`src/rtl/pirdsp_c2x1_pkg.sv`:
```
// Shared constants for the C2x1 accumulator: mode encodings, packed-product field
// positions, lane-width relation and the accumulator FSM state type.
package pirdsp_c2x1_pkg;

    localparam logic [1:0] MODE_FULL = 2'b10;
    localparam logic [1:0] MODE_HALF = 2'b01;

    localparam int C_W        = 12;
    localparam int LANE_W     = 6;
    localparam int LANE1_LSB  = 6;
    localparam int LANE0_LSB  = 0;

    // A full accumulator is exactly two half-mode lanes laid side by side.
    localparam int LANE_RATIO = 2;
    localparam int FULL_W_DEF = 24;

    typedef enum logic {
        ST_ACCUM = 1'b0,
        ST_HOLD  = 1'b1
    } acc_state_e;

    function automatic logic mode_legal(input logic [1:0] mode);
        return (mode == MODE_FULL) || (mode == MODE_HALF);
    endfunction

endpackage

```
`src/rtl/pirdsp_acc_lane.sv`:
```
// One accumulator lane: extends a product to the lane width (sign or zero),
// adds it to the running sum and flags signed overflow or unsigned carry-out.
module pirdsp_acc_lane #(
    parameter int IN_W  = 6,
    parameter int ACC_W = 12
) (
    input  logic [ACC_W-1:0] acc_in,
    input  logic [IN_W-1:0]  prod,
    input  logic             prod_signed,
    input  logic             en,
    output logic [ACC_W-1:0] sum,
    output logic             ovf
);

    logic [ACC_W-1:0] ext;
    logic [ACC_W:0]   wide;

    // A disabled lane adds zero, which can never overflow in either signedness.
    always_comb begin
        ext = '0;
        if (en) begin
            ext = prod_signed ? ACC_W'($signed(prod)) : ACC_W'(prod);
        end
        wide = {1'b0, acc_in} + {1'b0, ext};
        sum  = wide[ACC_W-1:0];
        if (prod_signed) begin
            ovf = (acc_in[ACC_W-1] == ext[ACC_W-1]) && (sum[ACC_W-1] != acc_in[ACC_W-1]);
        end else begin
            ovf = wide[ACC_W];
        end
    end

endmodule

```
`src/rtl/pirdsp_c2x1_accumulator.sv`:
```
// Accumulates packed 8x4 / dual 4x2 multiplier products over a block and hands
// each block result out through a single valid/ready output register.
module pirdsp_c2x1_accumulator
    import pirdsp_c2x1_pkg::*;
#(
    parameter int ACC_LEN = 16,
    parameter int FULL_W  = FULL_W_DEF,
    parameter int HALF_W  = FULL_W / LANE_RATIO
) (
    input  logic              clk,
    input  logic              rst_n,
    input  logic              in_valid,
    output logic              in_ready,
    input  logic [C_W-1:0]    C,
    input  logic              A_sign,
    input  logic              B_sign,
    input  logic              HALF_0,
    input  logic              HALF_1,
    input  logic              in_last,
    input  logic              clear,
    output logic              out_valid,
    input  logic              out_ready,
    output logic [FULL_W-1:0] out_acc,
    output logic              out_half,
    output logic [1:0]        out_ovf,
    output logic              out_mode_err
);

    localparam int CNT_W = (ACC_LEN > 1) ? $clog2(ACC_LEN) : 1;
    localparam logic [CNT_W-1:0] LAST_CNT = CNT_W'(ACC_LEN - 1);

    acc_state_e        state_q, state_d;
    logic [CNT_W-1:0]  cnt_q, cnt_d;
    logic [FULL_W-1:0] acc_q, acc_d;
    logic [1:0]        mode_q, mode_d;
    logic [1:0]        ovf_q, ovf_d;
    logic              err_q, err_d;
    logic [FULL_W-1:0] out_acc_q, out_acc_d;
    logic              out_half_q, out_half_d;
    logic [1:0]        out_ovf_q, out_ovf_d;
    logic              out_err_q, out_err_d;

    logic [1:0]        beat_mode, eff_mode, beat_ovf;
    logic              legal, first_beat, beat_err, eff_half, prod_signed;
    logic              accept, block_end;
    logic [FULL_W-1:0] full_sum, next_acc;
    logic [HALF_W-1:0] lane1_sum, lane0_sum;
    logic              full_ovf, lane1_ovf, lane0_ovf;

    assign out_valid = (state_q == ST_HOLD);
    assign in_ready  = ~clear & (~out_valid | out_ready);

    // The first beat of a block fixes its mode; an illegal first mode falls back to full.
    always_comb begin
        beat_mode   = {HALF_0, HALF_1};
        legal       = mode_legal(beat_mode);
        first_beat  = (cnt_q == '0);
        prod_signed = A_sign | B_sign;
        eff_mode    = mode_q;
        if (first_beat) begin
            eff_mode = legal ? beat_mode : MODE_FULL;
        end
        eff_half  = (eff_mode == MODE_HALF);
        beat_err  = ~legal | (~first_beat & (beat_mode != mode_q));
        accept    = in_valid & in_ready;
        block_end = accept & (in_last | (cnt_q == LAST_CNT));
    end

    pirdsp_acc_lane #(.IN_W(C_W), .ACC_W(FULL_W)) u_full (
        .acc_in      (acc_q),
        .prod        (C),
        .prod_signed (prod_signed),
        .en          (legal & ~eff_half),
        .sum         (full_sum),
        .ovf         (full_ovf)
    );

    pirdsp_acc_lane #(.IN_W(LANE_W), .ACC_W(HALF_W)) u_lane1 (
        .acc_in      (acc_q[FULL_W-1:HALF_W]),
        .prod        (C[LANE1_LSB +: LANE_W]),
        .prod_signed (prod_signed),
        .en          (legal & eff_half),
        .sum         (lane1_sum),
        .ovf         (lane1_ovf)
    );

    pirdsp_acc_lane #(.IN_W(LANE_W), .ACC_W(HALF_W)) u_lane0 (
        .acc_in      (acc_q[HALF_W-1:0]),
        .prod        (C[LANE0_LSB +: LANE_W]),
        .prod_signed (prod_signed),
        .en          (legal & eff_half),
        .sum         (lane0_sum),
        .ovf         (lane0_ovf)
    );

    always_comb begin
        next_acc = eff_half ? {lane1_sum, lane0_sum} : full_sum;
        beat_ovf = eff_half ? {lane1_ovf, lane0_ovf} : {1'b0, full_ovf};
    end

    // Datapath next state; clear never coincides with an accepted beat.
    always_comb begin
        cnt_d      = cnt_q;
        acc_d      = acc_q;
        mode_d     = mode_q;
        ovf_d      = ovf_q;
        err_d      = err_q;
        out_acc_d  = out_acc_q;
        out_half_d = out_half_q;
        out_ovf_d  = out_ovf_q;
        out_err_d  = out_err_q;
        if (clear) begin
            cnt_d  = '0;
            acc_d  = '0;
            mode_d = '0;
            ovf_d  = '0;
            err_d  = 1'b0;
        end else if (block_end) begin
            out_acc_d  = next_acc;
            out_half_d = eff_half;
            out_ovf_d  = ovf_q | beat_ovf;
            out_err_d  = err_q | beat_err;
            cnt_d      = '0;
            acc_d      = '0;
            mode_d     = '0;
            ovf_d      = '0;
            err_d      = 1'b0;
        end else if (accept) begin
            cnt_d  = cnt_q + 1'b1;
            acc_d  = next_acc;
            mode_d = eff_mode;
            ovf_d  = ovf_q | beat_ovf;
            err_d  = err_q | beat_err;
        end
    end

    always_comb begin
        state_d = state_q;
        case (state_q)
            ST_ACCUM: if (block_end) state_d = ST_HOLD;
            ST_HOLD: begin
                if (block_end) begin
                    state_d = ST_HOLD;
                end else if (out_ready) begin
                    state_d = ST_ACCUM;
                end
            end
            default: state_d = ST_ACCUM;
        endcase
    end

    always_ff @(posedge clk or negedge rst_n) begin
        if (!rst_n) begin
            state_q    <= ST_ACCUM;
            cnt_q      <= '0;
            acc_q      <= '0;
            mode_q     <= '0;
            ovf_q      <= '0;
            err_q      <= 1'b0;
            out_acc_q  <= '0;
            out_half_q <= 1'b0;
            out_ovf_q  <= '0;
            out_err_q  <= 1'b0;
        end else begin
            state_q    <= state_d;
            cnt_q      <= cnt_d;
            acc_q      <= acc_d;
            mode_q     <= mode_d;
            ovf_q      <= ovf_d;
            err_q      <= err_d;
            out_acc_q  <= out_acc_d;
            out_half_q <= out_half_d;
            out_ovf_q  <= out_ovf_d;
            out_err_q  <= out_err_d;
        end
    end

    assign out_acc      = out_acc_q;
    assign out_half     = out_half_q;
    assign out_ovf      = out_ovf_q;
    assign out_mode_err = out_err_q;

endmodule

```
`config.mk`:
```
export PLATFORM = sky130hd
export DESIGN_NAME = pirdsp_c2x1_accumulator
export DESIGN_NICKNAME = d
export VERILOG_FILES = /design/src/rtl/pirdsp_c2x1_pkg.sv /design/src/rtl/pirdsp_acc_lane.sv /design/src/rtl/pirdsp_c2x1_accumulator.sv
export SDC_FILE = /design/constraint.sdc
export NUM_CORES = 1
export LEC_CHECK = 0
export CORE_MARGIN = 2
export CORE_UTILIZATION = 50
export CTS_BUF_LIST = sky130_fd_sc_hd__clkbuf_16
export CTS_CLUSTER_SIZE = 12
export DETAILED_ROUTE_END_ITERATION = 6
export GPL_TIMING_DRIVEN = 0
export MAX_ROUTING_LAYER = met4
export PLACE_DENSITY_LB_ADDON = 0.1
export SLEW_MARGIN = 20
export SYNTH_ARGS = -nofsm -noshare
export SYNTH_HDL_FRONTEND = slang
export SYNTH_SLANG_ARGS = --single-unit
```
`constraint.sdc`:
```
create_clock -name clk -period 8.5 [get_ports clk]
set_input_delay 2.125 -clock clk [delete_from_list [all_inputs] [get_ports clk]]
set_output_delay 2.125 -clock clk [all_outputs]
set_load 0.02 [all_outputs]
```
# Word-level counts from Yosys, hierarchy flattened
# Index checks and enable logic that the tools add are counted.
# word_totals
in_bits	22
register_bits	62
output_inout_bits	30
word_cells	81
# op_classes
n_eq_ne	11
bitwise_logic	17
mux	32
addsub	4
n_reduce_logical	7
# ops
cell	count
two-way mux 24 bit	6
two-way mux 12 bit	4
adder 12 x 12 -> 13 bit	2
adder 24 x 24 -> 25 bit	1
two-way mux 2 bit	9
two-way mux 4 bit	3
two-way mux 1 bit	9
AND 1 bit	6
NOT 1 bit	5
OR 1 bit	5
adder 4 x 1 -> 4 bit, second input constant	1
equality test 2 x 1 -> 1 bit, second input constant	2
equality test 4 bit, second input constant	1
logical NOT 4 bit	1
equality test 1 bit	3
logical AND 1 bit	3
inequality test 1 bit	3
nonzero test 3 bit	1
equality test 2 bit, second input constant	1
inequality test 2 bit	1
OR 2 bit	1
one-hot mux 1 bit (2 select lines)	1
AND reduction 2 bit	1
logical OR 1 bit	1

# Depth between registers and ports, before layout
# Gate-level depths: netlist of run 1.
# logic_depth
depth_word	17
depth_mapped	18
mapped_depth_nobuf	16

# Hierarchy
# From an unflattened synthesis of run 1, not the netlist that was laid out.
# unflattened
hier_cells	601
area_unflattened_um2	5272.6
# by_module_without_submodules
mod	area_per_inst_um2	n_inst	seq_area_each_um2	cells_each
pirdsp_c2x1_accumulator	2676.3	1	1551.5	256
pirdsp_acc_lane at u_full	1395.1	1	0.0	187
pirdsp_acc_lane at u_lane0	603.1	1	0.0	80
pirdsp_acc_lane at u_lane1	598.1	1	0.0	78

# Least setup slack after synthesis of run 1
# OpenSTA, ideal clock, no wires.
# synth_path
kind	input port to flip-flop
startpoint	input HALF_0
endpoint	register ovf_q[1]
t_arrival_ns	5.382
required_time_ns	8.367
slack_ns	2.985
cell_stages	17
path_buffers	2
path_cell_list	inv_1 ha_1 mux2i_4 clkbuf_1 nor2_1 clkbuf_1 and2_1 ha_1 fa_1 a21o_1 a211oi_1 o21ai_0 o21ai_0 o21ai_0 a2111oi_0 a311o_1 o21ai_0
# synth_between
elab_chain_cells	16
# synth_lines
item	line	text
start, declared	pirdsp_c2x1_accumulator.sv:17	input logic HALF_0,
equality test 2 bit / equality test 2 x 1 -> 1 bit (equally long branches)	pirdsp_c2x1_pkg.sv:23	return (mode == MODE_FULL) || (mode == MODE_HALF);
logical OR 1 bit	pirdsp_c2x1_pkg.sv:23	
two-way mux 2 bit	pirdsp_c2x1_accumulator.sv:61	eff_mode = legal ? beat_mode : MODE_FULL;
two-way mux 2 bit	pirdsp_c2x1_accumulator.sv:60	if (first_beat) begin
equality test 2 x 1 -> 1 bit	pirdsp_c2x1_accumulator.sv:63	eff_half = (eff_mode == MODE_HALF);
AND 1 bit	pirdsp_c2x1_accumulator.sv:82	.en (legal & eff_half),
two-way mux 12 bit	pirdsp_acc_lane.sv:21	if (en) begin
adder 12 x 12 -> 13 bit	pirdsp_acc_lane.sv:24	wide = {1'b0, acc_in} + {1'b0, ext};
inequality test 1 bit	pirdsp_acc_lane.sv:27	ovf = (acc_in[ACC_W-1] == ext[ACC_W-1]) && (sum[ACC_W-1] != acc_in[ACC_W-1]);
logical AND 1 bit	pirdsp_acc_lane.sv:27	
two-way mux 1 bit	pirdsp_acc_lane.sv:26	if (prod_signed) begin
two-way mux 2 bit (*)	pirdsp_c2x1_accumulator.sv:98	beat_ovf = eff_half ? {lane1_ovf, lane0_ovf} : {1'b0, full_ovf};
OR 2 bit (*)	pirdsp_c2x1_accumulator.sv:132	ovf_d = ovf_q | beat_ovf;
two-way mux 2 bit (*)	pirdsp_c2x1_accumulator.sv:128	end else if (accept) begin
two-way mux 2 bit (*)	pirdsp_c2x1_accumulator.sv:118	end else if (block_end) begin
two-way mux 2 bit (*)	pirdsp_c2x1_accumulator.sv:112	if (clear) begin
end signal, assigned	pirdsp_c2x1_accumulator.sv:169	ovf_q <= ovf_d;
end, declared	pirdsp_c2x1_accumulator.sv:36	logic [1:0] ovf_q, ovf_d;
# Every way passes the cells marked *; elsewhere a longest branch is shown, timed or not. The select of a mux whose other input is x is not followed.
# A chain may end at the register's enable or synchronous reset.

# Worst setup path after layout of run 1
# layout_path
startpoint	input HALF_0
endpoint	register out_ovf_q[0], in the netlist out_ovf[0]
# layout_between
elab_chain_cells	14
# layout_lines
item	line	text
equality test 2 bit / equality test 2 x 1 -> 1 bit (equally long branches)	pirdsp_c2x1_pkg.sv:23	
logical OR 1 bit	pirdsp_c2x1_pkg.sv:23	
two-way mux 2 bit	pirdsp_c2x1_accumulator.sv:61	
two-way mux 2 bit	pirdsp_c2x1_accumulator.sv:60	
equality test 2 x 1 -> 1 bit	pirdsp_c2x1_accumulator.sv:63	
NOT 1 bit	pirdsp_c2x1_accumulator.sv:73	.en (legal & ~eff_half),
AND 1 bit	pirdsp_c2x1_accumulator.sv:73	
two-way mux 24 bit	pirdsp_acc_lane.sv:21	
adder 24 x 24 -> 25 bit	pirdsp_acc_lane.sv:24	
inequality test 1 bit	pirdsp_acc_lane.sv:27	
logical AND 1 bit	pirdsp_acc_lane.sv:27	
two-way mux 1 bit	pirdsp_acc_lane.sv:26	
two-way mux 2 bit (*)	pirdsp_c2x1_accumulator.sv:98	
OR 2 bit (*)	pirdsp_c2x1_accumulator.sv:121	out_ovf_d = ovf_q | beat_ovf;
end signal, assigned	pirdsp_c2x1_accumulator.sv:173	out_ovf_q <= out_ovf_d;
end, declared	pirdsp_c2x1_accumulator.sv:40	logic [1:0] out_ovf_q, out_ovf_d;
# Every way passes the cells marked *; elsewhere a longest branch is shown, timed or not.

==> out/results.txt, run 1 <==
Using the TritonRoute via totals, the vias-per-cell ratio works out to 6.22. The share of synthesized flip-flops with an asynchronous set or reset was 1.00. 0 antenna diodes ended up in the layout. The proportion of power drawn by the clock network was 0.409; the count of buffers from port buffering was 51.

The proportion of netlist area held by the largest area contributor came out at 0.311. The initial antenna violation count is 0. The slowest stage of the critical path is the o41ai_1 cell.

The H-tree was split into 3 levels. VDD sags by at most 0.111 mV. In the synthesized netlist, the number of instances is 603. For the headroom to the max-slew limit, the log shows 0.478. The multi-input combinational cells in the finished layout cover a total of 3320 sq um.

The run gives 0.254 as the logic gate share of total power. The slew at the pin closest to its max-slew limit is 0.783 ns. The run finished with clean final reports.

After clock tree synthesis, the clock-pin slew on the worst setup and hold paths is 0.06 ns. The share of synthesized area spent on multiplexers was 0.0336. Combined global-route utilization of all metal layers: 0.302. The number of routed nets with antenna violations is 0, and the wire length of the first global-routing pass is 25.1 mm. Traced cell by cell, the critical path runs through clkdlybuf4s50_1 > inv_1 > ha_1 > mux2i_4 > clkbuf_1 > nor2_1 > clkbuf_1 > and2_1 > ha_1 > nand3_1 > o211ai_1 > nor4_1 > o41ai_1 > xnor2_1 > nor3_1 > o32ai_1 > a21oi_1. The most area-hungry cell type in the Yosys netlist was dfrtp_1.

The tools report the die area as 10800 sq um. For the total count of max-transition violations in the final report, the log shows 0. By area, the combinational part of the netlist is dominated by simple AND/OR/NAND/NOR gates. The run gives 0 as the number of buffers inserted by post-CTS setup repair.

The finished cells cover 6010 sq um. Setup violations remaining at the end of the flow were counted as 0. The count of different cell masters after synthesis is 60. For this run, the slowest stage of the critical path takes 0.72 ns. Summed over all layers, the global routing overflow is 0. Power spread over the standard cell area amounts to 170 nW/um^2. The area added between synthesis and finish was 20.5%. Worst-skew pair later-pin latency: 0.33 ns.

In the synthesized netlist the dominant register cell turns out to be dfrtp_1. Detailed placement ended at an HPWL of 12.0 mm. The root buffer cell chosen for the clock tree is clkbuf_16. The simple-gate share of the synthesized area is 0.232. In this run the worst path has a maximum fanout of 10. The run gives 4 as the number of detailed-routing iterations run before antenna repair. Clock tree synthesis found a total of 62 sinks.

The fraction of the mapped netlist area in adder cells came out at 0.110. Counting I/O delays and the setup requirement, the final critical path takes 6.99 ns. The number of rows created at floorplan is 36. The share of the synthesized area in compound gates (AO/OA/AOI/OAI) came out at 0.229.

The share of the synthesized netlist area taken by xor and xnor gates works out to 0.0597. Adding up every negative setup slack in the final design gives 0 ns. The net switching fraction of the power was 0.298; the area inside the core boundary was 9730 sq um. In this run, synthesis inferred 0 flip-flops with an integrated enable.

Path type of the worst min-delay path: reg2reg. The number of global-route vias before repair is 4851, and the switching power total is 306 uW. The synthesized design contains 62 register bits. Each instance of the synthesized netlist takes up on average 8.27 sq um. The number of buffers inserted for hold repair after clock tree synthesis is 0. The worst register-to-register path ends at out_ovf[0]$_DFFE_PN0P_. Once placement finished, the instance area stood at 5680 sq um. The routed wire length came out at 15.5 mm. TritonCTS built the clock tree.

The critical path required time is 8.68 ns. The capture endpoint of the worst hold path was out_acc[3]$_DFFE_PN0P_. The portion of the clock cycle consumed by the worst path in the final layout came out at 0.823. The vertical extent of the die is 104 um, and the initial standard-cell utilization of the core is 0.513. By startpoint and endpoint, the worst setup path is classified as in2reg. The detailed router placed 4993 vias in this run.

For this design the static power due to leakage is 2.73 nW. Fill cells in the final layout number 918. Timing would allow up to 0.143 GHz.

The tools report the number of CTS-inserted buffers as 9. After the first detailed-routing iteration, the DRC count stood at 296. Across the run, the number of max-cap violations was 0.

The tools report the maximum number of pins on one net before global-route repair as 41. The congestion estimate from routability-driven global placement came to 0.943. For this run, the number of Yosys warnings is 0. The floorplan step set the die width to 104 um. The tools report the cell-internal power as 719 uW.

The design draws 1.03 mW. The sort of element at the start of the critical path was a primary input. For this run, design rule violations remaining after detail routing come to 0.

Cell depth of the worst flop-to-flop path: 17. The footprint of the flip-flops and latches was 1550 sq um. The start of the worst register-to-register path is cnt_q[0]$_DFFE_PN0P_. The total count of hold-check failures in the final report was 0; the arrival time reported for the critical path endpoint was 7.17 ns. The total standard cell area after synthesis came out at 4990 sq um.

The sequential element share of the synthesized area was 0.311. The worst setup path is captured at a register. The logs give 52 for the number of ports placed on the die boundary and 667 for the synthesized netlist net count. The final layout contains 730 nets.

After detailed routing, the average wire length per cell comes to 19.2 um. The setup check on the worst reg-to-reg path leaves a slack of 2.96 ns. The logs give 0.338 for the portion of total power attributed to sequential cells and 2 for the clock tree buffer depth. Setup repair after global routing left no endpoint under its margin. The maximum clock skew at final layout was 0.00647 ns; the share of layout cells above drive strength 1 was 0.0463.

The startpoint identified for the worst hold timing path is out_acc[3]$_DFFE_PN0P_. By area the synthesized netlist is led by dfrtp_1, ha_1, o21ai_0, nand2_1, nor2_1. The depth of the worst hold-timing path works out to 2.

For the total of cells resized after clock tree synthesis, the log shows 0.
==> worst max-delay path by stage <==
stage | from | end | cells past startpoint
3_5_place_dp | HALF_0 | out_ovf[0]$_DFFE_PN0P_ | 17
6_report | HALF_0 | out_ovf[0]$_DFFE_PN0P_ | 17
2_1_floorplan | HALF_0 | ovf_q[1]$_DFFE_PN0P_ | 17
3_3_place_gp | HALF_0 | out_ovf[0]$_DFFE_PN0P_ | 17
4_1_cts | HALF_0 | out_ovf[0]$_DFFE_PN0P_ | 17
5_1_grt | HALF_0 | out_ovf[0]$_DFFE_PN0P_ | 17
==> power groups by stage <==
stage	Sequential [mW]	Combinational (mW)	Clock (mW)
4_1_cts	0.346	0.260	0.417
3_3_place_gp	0.350	0.255	0
6_report	0.346	0.260	0.419
5_1_grt	0.351	0.282	0.432
2_1_floorplan	0.380	0.117	0
3_5_place_dp	0.351	0.259	0
==> synth_stat cells (5+ instances only) <==
cell type / number
a22o_1: 6
a211oi_1: 9
nor3_1: 16
nand4_1: 5
clkbuf_1: 21
xnor2_1: 21
xor2_1: 13
ha_1: 39
a21oi_1: 33
o211ai_1: 5
mux2i_1: 10
and3_1: 7
nand2_1: 81
o21ai_0: 61
a21o_1: 9
nand3_1: 20
a31oi_1: 5
or3_1: 8
inv_1: 10
o21a_1: 6
dfrtp_1: 62
and2_1: 27
nor2_1: 53
==> metal layers <==
layer / up-vias / part of all wire / GRT usage
met5: - / 0 / -
met4: 0 / 0.035 / 0.130
met3: 41 / 0.051 / 0.0470
met2: 171 / 0.47 / 0.488
met1: 2441 / 0.44 / 0.377
li1: 2340 / - / -
==> layout make-up <==
type                    count  area share
clock inverters             6      0.0171
clock buffers               9      0.0375
multi-input cells         509       0.552
inverters                  10     0.00624
flip-flops and latches     62       0.258
well taps                 133      0.0277
plain buffers              22      0.0137
repair buffers             52      0.0878
==> critical path, delay by kind of cell <==
kind            cells  cell delay [ns]
xor+xnor            1             0.19
buf+inv             4             1.32
simple gates        5             0.73
compound gates      4             1.86
mux                 1             0.34
fa+ha+maj           2             0.60
==> kinds of logic after synthesis <==
kind of cell | after synthesis
multiplexers | 15
flip-flops | 62
XOR/XNOR | 34
buffers and inverters | 32
AND/OR/NAND/NOR | 241
AO/OA/AOI/OAI | 177
adder cells (fa/ha/maj) | 42
==> registers in the layout (all words and copies together), names as in the netlist <==
signal        cells
out_acc          24
mode_q            2
cnt_q             4
out_half          1
out_valid         1
out_mode_err      1
err_q             1
acc_q            24
ovf_q             2
out_ovf           2
==> stage by stage <==
step	hold WS (ns)	instances	util	worst slack, ns
after global placement	0.461	787	0.582	1.30
after CTS	0.482	803	0.618	1.58
after floorplan	0.475	603	-	2.98
after detailed placement	0.470	788	0.584	1.25
after global routing	0.516	803	0.618	1.21
final	0.481	803	0.618	1.51
==> layout by cell type (no fill, tap or decap), types with 5 or more instances in the layout <==
master,instances
a31oi_1,5
nand2_1,81
o21ai_0,61
nand4_1,5
dfrtp_1,62
clkbuf_16,9
mux2i_1,10
o21a_1,6
ha_1,39
and2_1,27
inv_1,11
or3_1,8
xnor2_1,21
a211oi_1,9
nor3_1,16
and3_1,7
clkbuf_1,21
a21oi_1,33
a22o_1,6
xor2_1,13
nor2_1,53
a21o_1,9
clkdlybuf4s50_1,50
o211ai_1,5
nand3_1,20
(Power assumes the default switching activity.)
==> run 2: changes to the inputs <==
clock period = 5.8 ns   (was 8.5 ns; I/O delays follow)
==> run 2 against run 1 <==
Net effect: critical path depth fell by 1; largest power group unchanged; die area is the same; clock skew barely moved; critical endpoint is now out_acc[15]$_DFFE_PN0P_; sequential cell count unchanged; sequential power up 47%; sequential share of layout area down 0.054 points; worst hold slack about the same; combinational power rose by 47%; routed wire length increased by 0.11%.
==> out/results.txt, run 2 (same netlist as run 1, synthesis figures left out) <==
The routed via count was 4981 (-0.24%). The run gives 306 (+3.4%) as the detailed router's first-iteration violation count. For the initial antenna violation count, the log shows 0 (unchanged).

Counting I/O delays and the setup requirement, the final critical path takes 5.57 ns. The tools report the maximum ir drop on the vdd rail as 0.163 mV (+47%). The logs give 6020 sq um (+0.21%) for the post-route cell area and 7.24 mm (-1.3%) for the routed wire length on met2. The path class of the tightest hold or removal check is reg2reg. The number of ports placed on the die boundary came out at 52 (unchanged).

The total number of clock tree sinks was 62 (unchanged). TritonCTS built the clock tree. The maximum clock skew at final layout is 0.00614 ns (-0.000325 ns), and the headroom to the max-slew limit is 0.474 (-0.00404).

The count of buffers from port buffering was 51 (unchanged). The via-per-instance ratio works out to 6.20 (-0.24%). The critical path class was in2reg.

The clock-pin transition on the worst setup and hold timing paths came out at 0.05 ns (about the same). The final weighted congestion in routability-driven placement is 0.943 (unchanged), and the initial standard-cell utilization of the core is 0.513 (unchanged). The leakage power was 2.74 nW (+0.44%); the routed length on met3 was 834 um (+6.4%).

The root buffer selected by CTS is clkbuf_16. The die width was 104 um (unchanged); the worst setup slack after placement was -0.779 ns (-2.03 ns). The number of rows created at floorplan is 36 (unchanged), and the area inside the core boundary is 9730 sq um (unchanged). The setup violation total in the final timing report came out at 0 (unchanged). The combined global-route utilization of all metal layers came out at 0.302 (unchanged).

The die area is 10800 sq um (unchanged), and the depth of the CTS H-tree is 3 (unchanged). For the cell total after placement, the log shows 788 (unchanged). The routed wire length per instance is 19.3 um (+0.11%). The total overflow reported by the global router came out at 0 (unchanged). The slew at the pin closest to its max-slew limit was 0.789 ns (+0.00606 ns); the worst-skew pair later-pin latency was 0.33 ns (about the same).

The run gives 25.0 mm (about the same) as the wire length of the first global-routing pass. The critical-path maximum fanout is 10 (unchanged), and the number of buffers inserted for hold repair after clock tree synthesis is 0 (unchanged). The areal power density over the cells works out to 250 nW/um^2 (+46%). The run finished with clean final reports.

Setup repair after global routing left no endpoint under its margin. Arrival time reported for the critical path endpoint: 5.76 ns (-1.41 ns). The run gives 0 (unchanged) as the total count of max-transition violations in the final report. The total power of the final layout was 1.50 mW (+47%); the share of layout cells above drive strength 1 was 0.0507 (+0.00448).

For the total count of hold-check failures in the final report, the log shows 0 (unchanged). The core occupancy in the finished layout is 0.619 (+0.00129). The tools report the DRC violation count after routing as 0 (unchanged).

The tools report the maximum number of pins on one net before global-route repair as 41 (unchanged). The library cell used most frequently in the layout, excluding fill and tap cells, is nand2_1. The area added between synthesis and finish works out to 20.7%. The clock tree buffer depth was 2 (unchanged); the number of CTS-inserted buffers was 9 (unchanged). The met1 layer wirelength in the final routing came out at 6.79 mm (about the same).

The worst setup path is captured at a register. In the layout the commonest cells are nand2_1, dfrtp_1, o21ai_0. The sort of element at the start of the critical path was a primary input. Portion of the clock cycle consumed by the worst path in the final layout: 0.961. The routed wire length is 15.5 mm (+0.11%).

The count of antenna diodes in the layout is 0 (unchanged). The upper clock frequency limit was 0.179 GHz; the number of detailed-routing iterations run before antenna repair was 4 (unchanged). The tools report the final worst setup slack as 0.227 ns (-1.28 ns). The filler-free cell count of the finished design was 803 (unchanged). The critical path required time was 5.99 ns (-2.69 ns).

The highest metal layer carrying signal wires in the routed design is met4. The run gives 0 (unchanged) as the number of maximum-capacitance violations. The logs give 4844 (-0.14%) for the number of global-route vias before repair and 730 (unchanged) for the net count reported at finish.

The placed standard-cell area is 5680 sq um (unchanged). The logs give 0 (unchanged) for the number of routed nets with antenna violations and 12.0 mm (unchanged) for the half-perimeter wire length of the detailed placement result. The vertical extent of the die came out at 104 um (unchanged).
-- run 2: cell count changes in the layout (fill, tap and decap cells not counted), sizes merged --
cell | previous run | this run
buf | 3 | 4
clkbuf | 30 | 29
-- run 2: timing repair --
| item | CTS | global route |
|---|---|---|
| pin swaps | 0 | 0 |
| resized for setup | 0 | 3 |
| setup buffers | 1 | 0 |
| gates cloned | 0 | 0 |
| setup endpoints to repair | 7 | 4 |
-- run 2: final cells by class --
class | count | area, sq um
clock buffer | 9 | 225
tap | 133 | 166
buffer | 21 | 80.1
inverter | 10 | 37.5
timing repair buffer | 53 | 536
fill | 915 | 3700
sequential | 62 | 1550
multi-input combinational | 509 | 3330
clock inverter | 6 | 103
-- run 2: metrics by stage --
| stage | setup TNS, ns | hold slack, ns |
|---|---|---|
| floorplan | 0 | 0.475 |
| global placement | -4.44 | 0.461 |
| detailed placement | -5.10 | 0.470 |
| CTS | 0 | 0.482 |
| global route | 0 | 0.516 |
| finish | 0 | 0.481 |
-- run 2: where the power goes --
part | internal (mW) | leakage [nW] | switching (mW) | total (mW)
logic | 0.164 | 1.75 | 0.219 | 0.383
registers | 0.478 | 0.834 | 0.0301 | 0.508
clock network | 0.413 | 0.164 | 0.201 | 0.615
total | 1.05 | 2.74 | 0.450 | 1.50
-- run 2: final timing paths --
check                                  startpoint                       to  slack, ns  depth (start not counted)
min in group asynchronous                   rst_n     cnt_q[3]$_DFFE_PN0P_       1.01                          1
setup / recovery                           HALF_0  out_acc[15]$_DFFE_PN0P_       0.23                         16
max in group asynchronous                   rst_n   out_acc[9]$_DFFE_PN0P_       4.26                          2
hold / removal             out_acc[3]$_DFFE_PN0P_   out_acc[3]$_DFFE_PN0P_       0.48                          2
hold reg to reg            out_acc[3]$_DFFE_PN0P_   out_acc[3]$_DFFE_PN0P_       0.48                          2
setup reg to reg             cnt_q[0]$_DFFE_PN0P_  out_acc[15]$_DFFE_PN0P_       1.03                         16
-- run 2: per-layer routing --
metal | vias up | global-route usage
met3 | 49 | 0.0464
met4 | 0 | 0.133
met5 | - | -
met2 | 156 | 0.485
li1 | 2341 | -
met1 | 2435 | 0.379
-- run 2: critical path, stage by stage --
cell and delay (ns):
clkdlybuf4s50_1 0.49, inv_1 0.05, ha_1 0.25, mux2_2 0.39
nor2_1 0.19, clkbuf_2 0.25, and2_1 0.17, ha_1 0.27
a21o_1 0.20, a221o_1 0.40, a21o_1 0.25, nor2_1 0.41
nand3_1 0.13, a32o_1 0.27, a211oi_1 0.41, o21ai_0 0.15
==> run 3: changes to the inputs <==
SLEW_MARGIN = 25   (was 20)
==> results of run 3 <==
Final layout, timing and power as in run 2 (identical DEF).
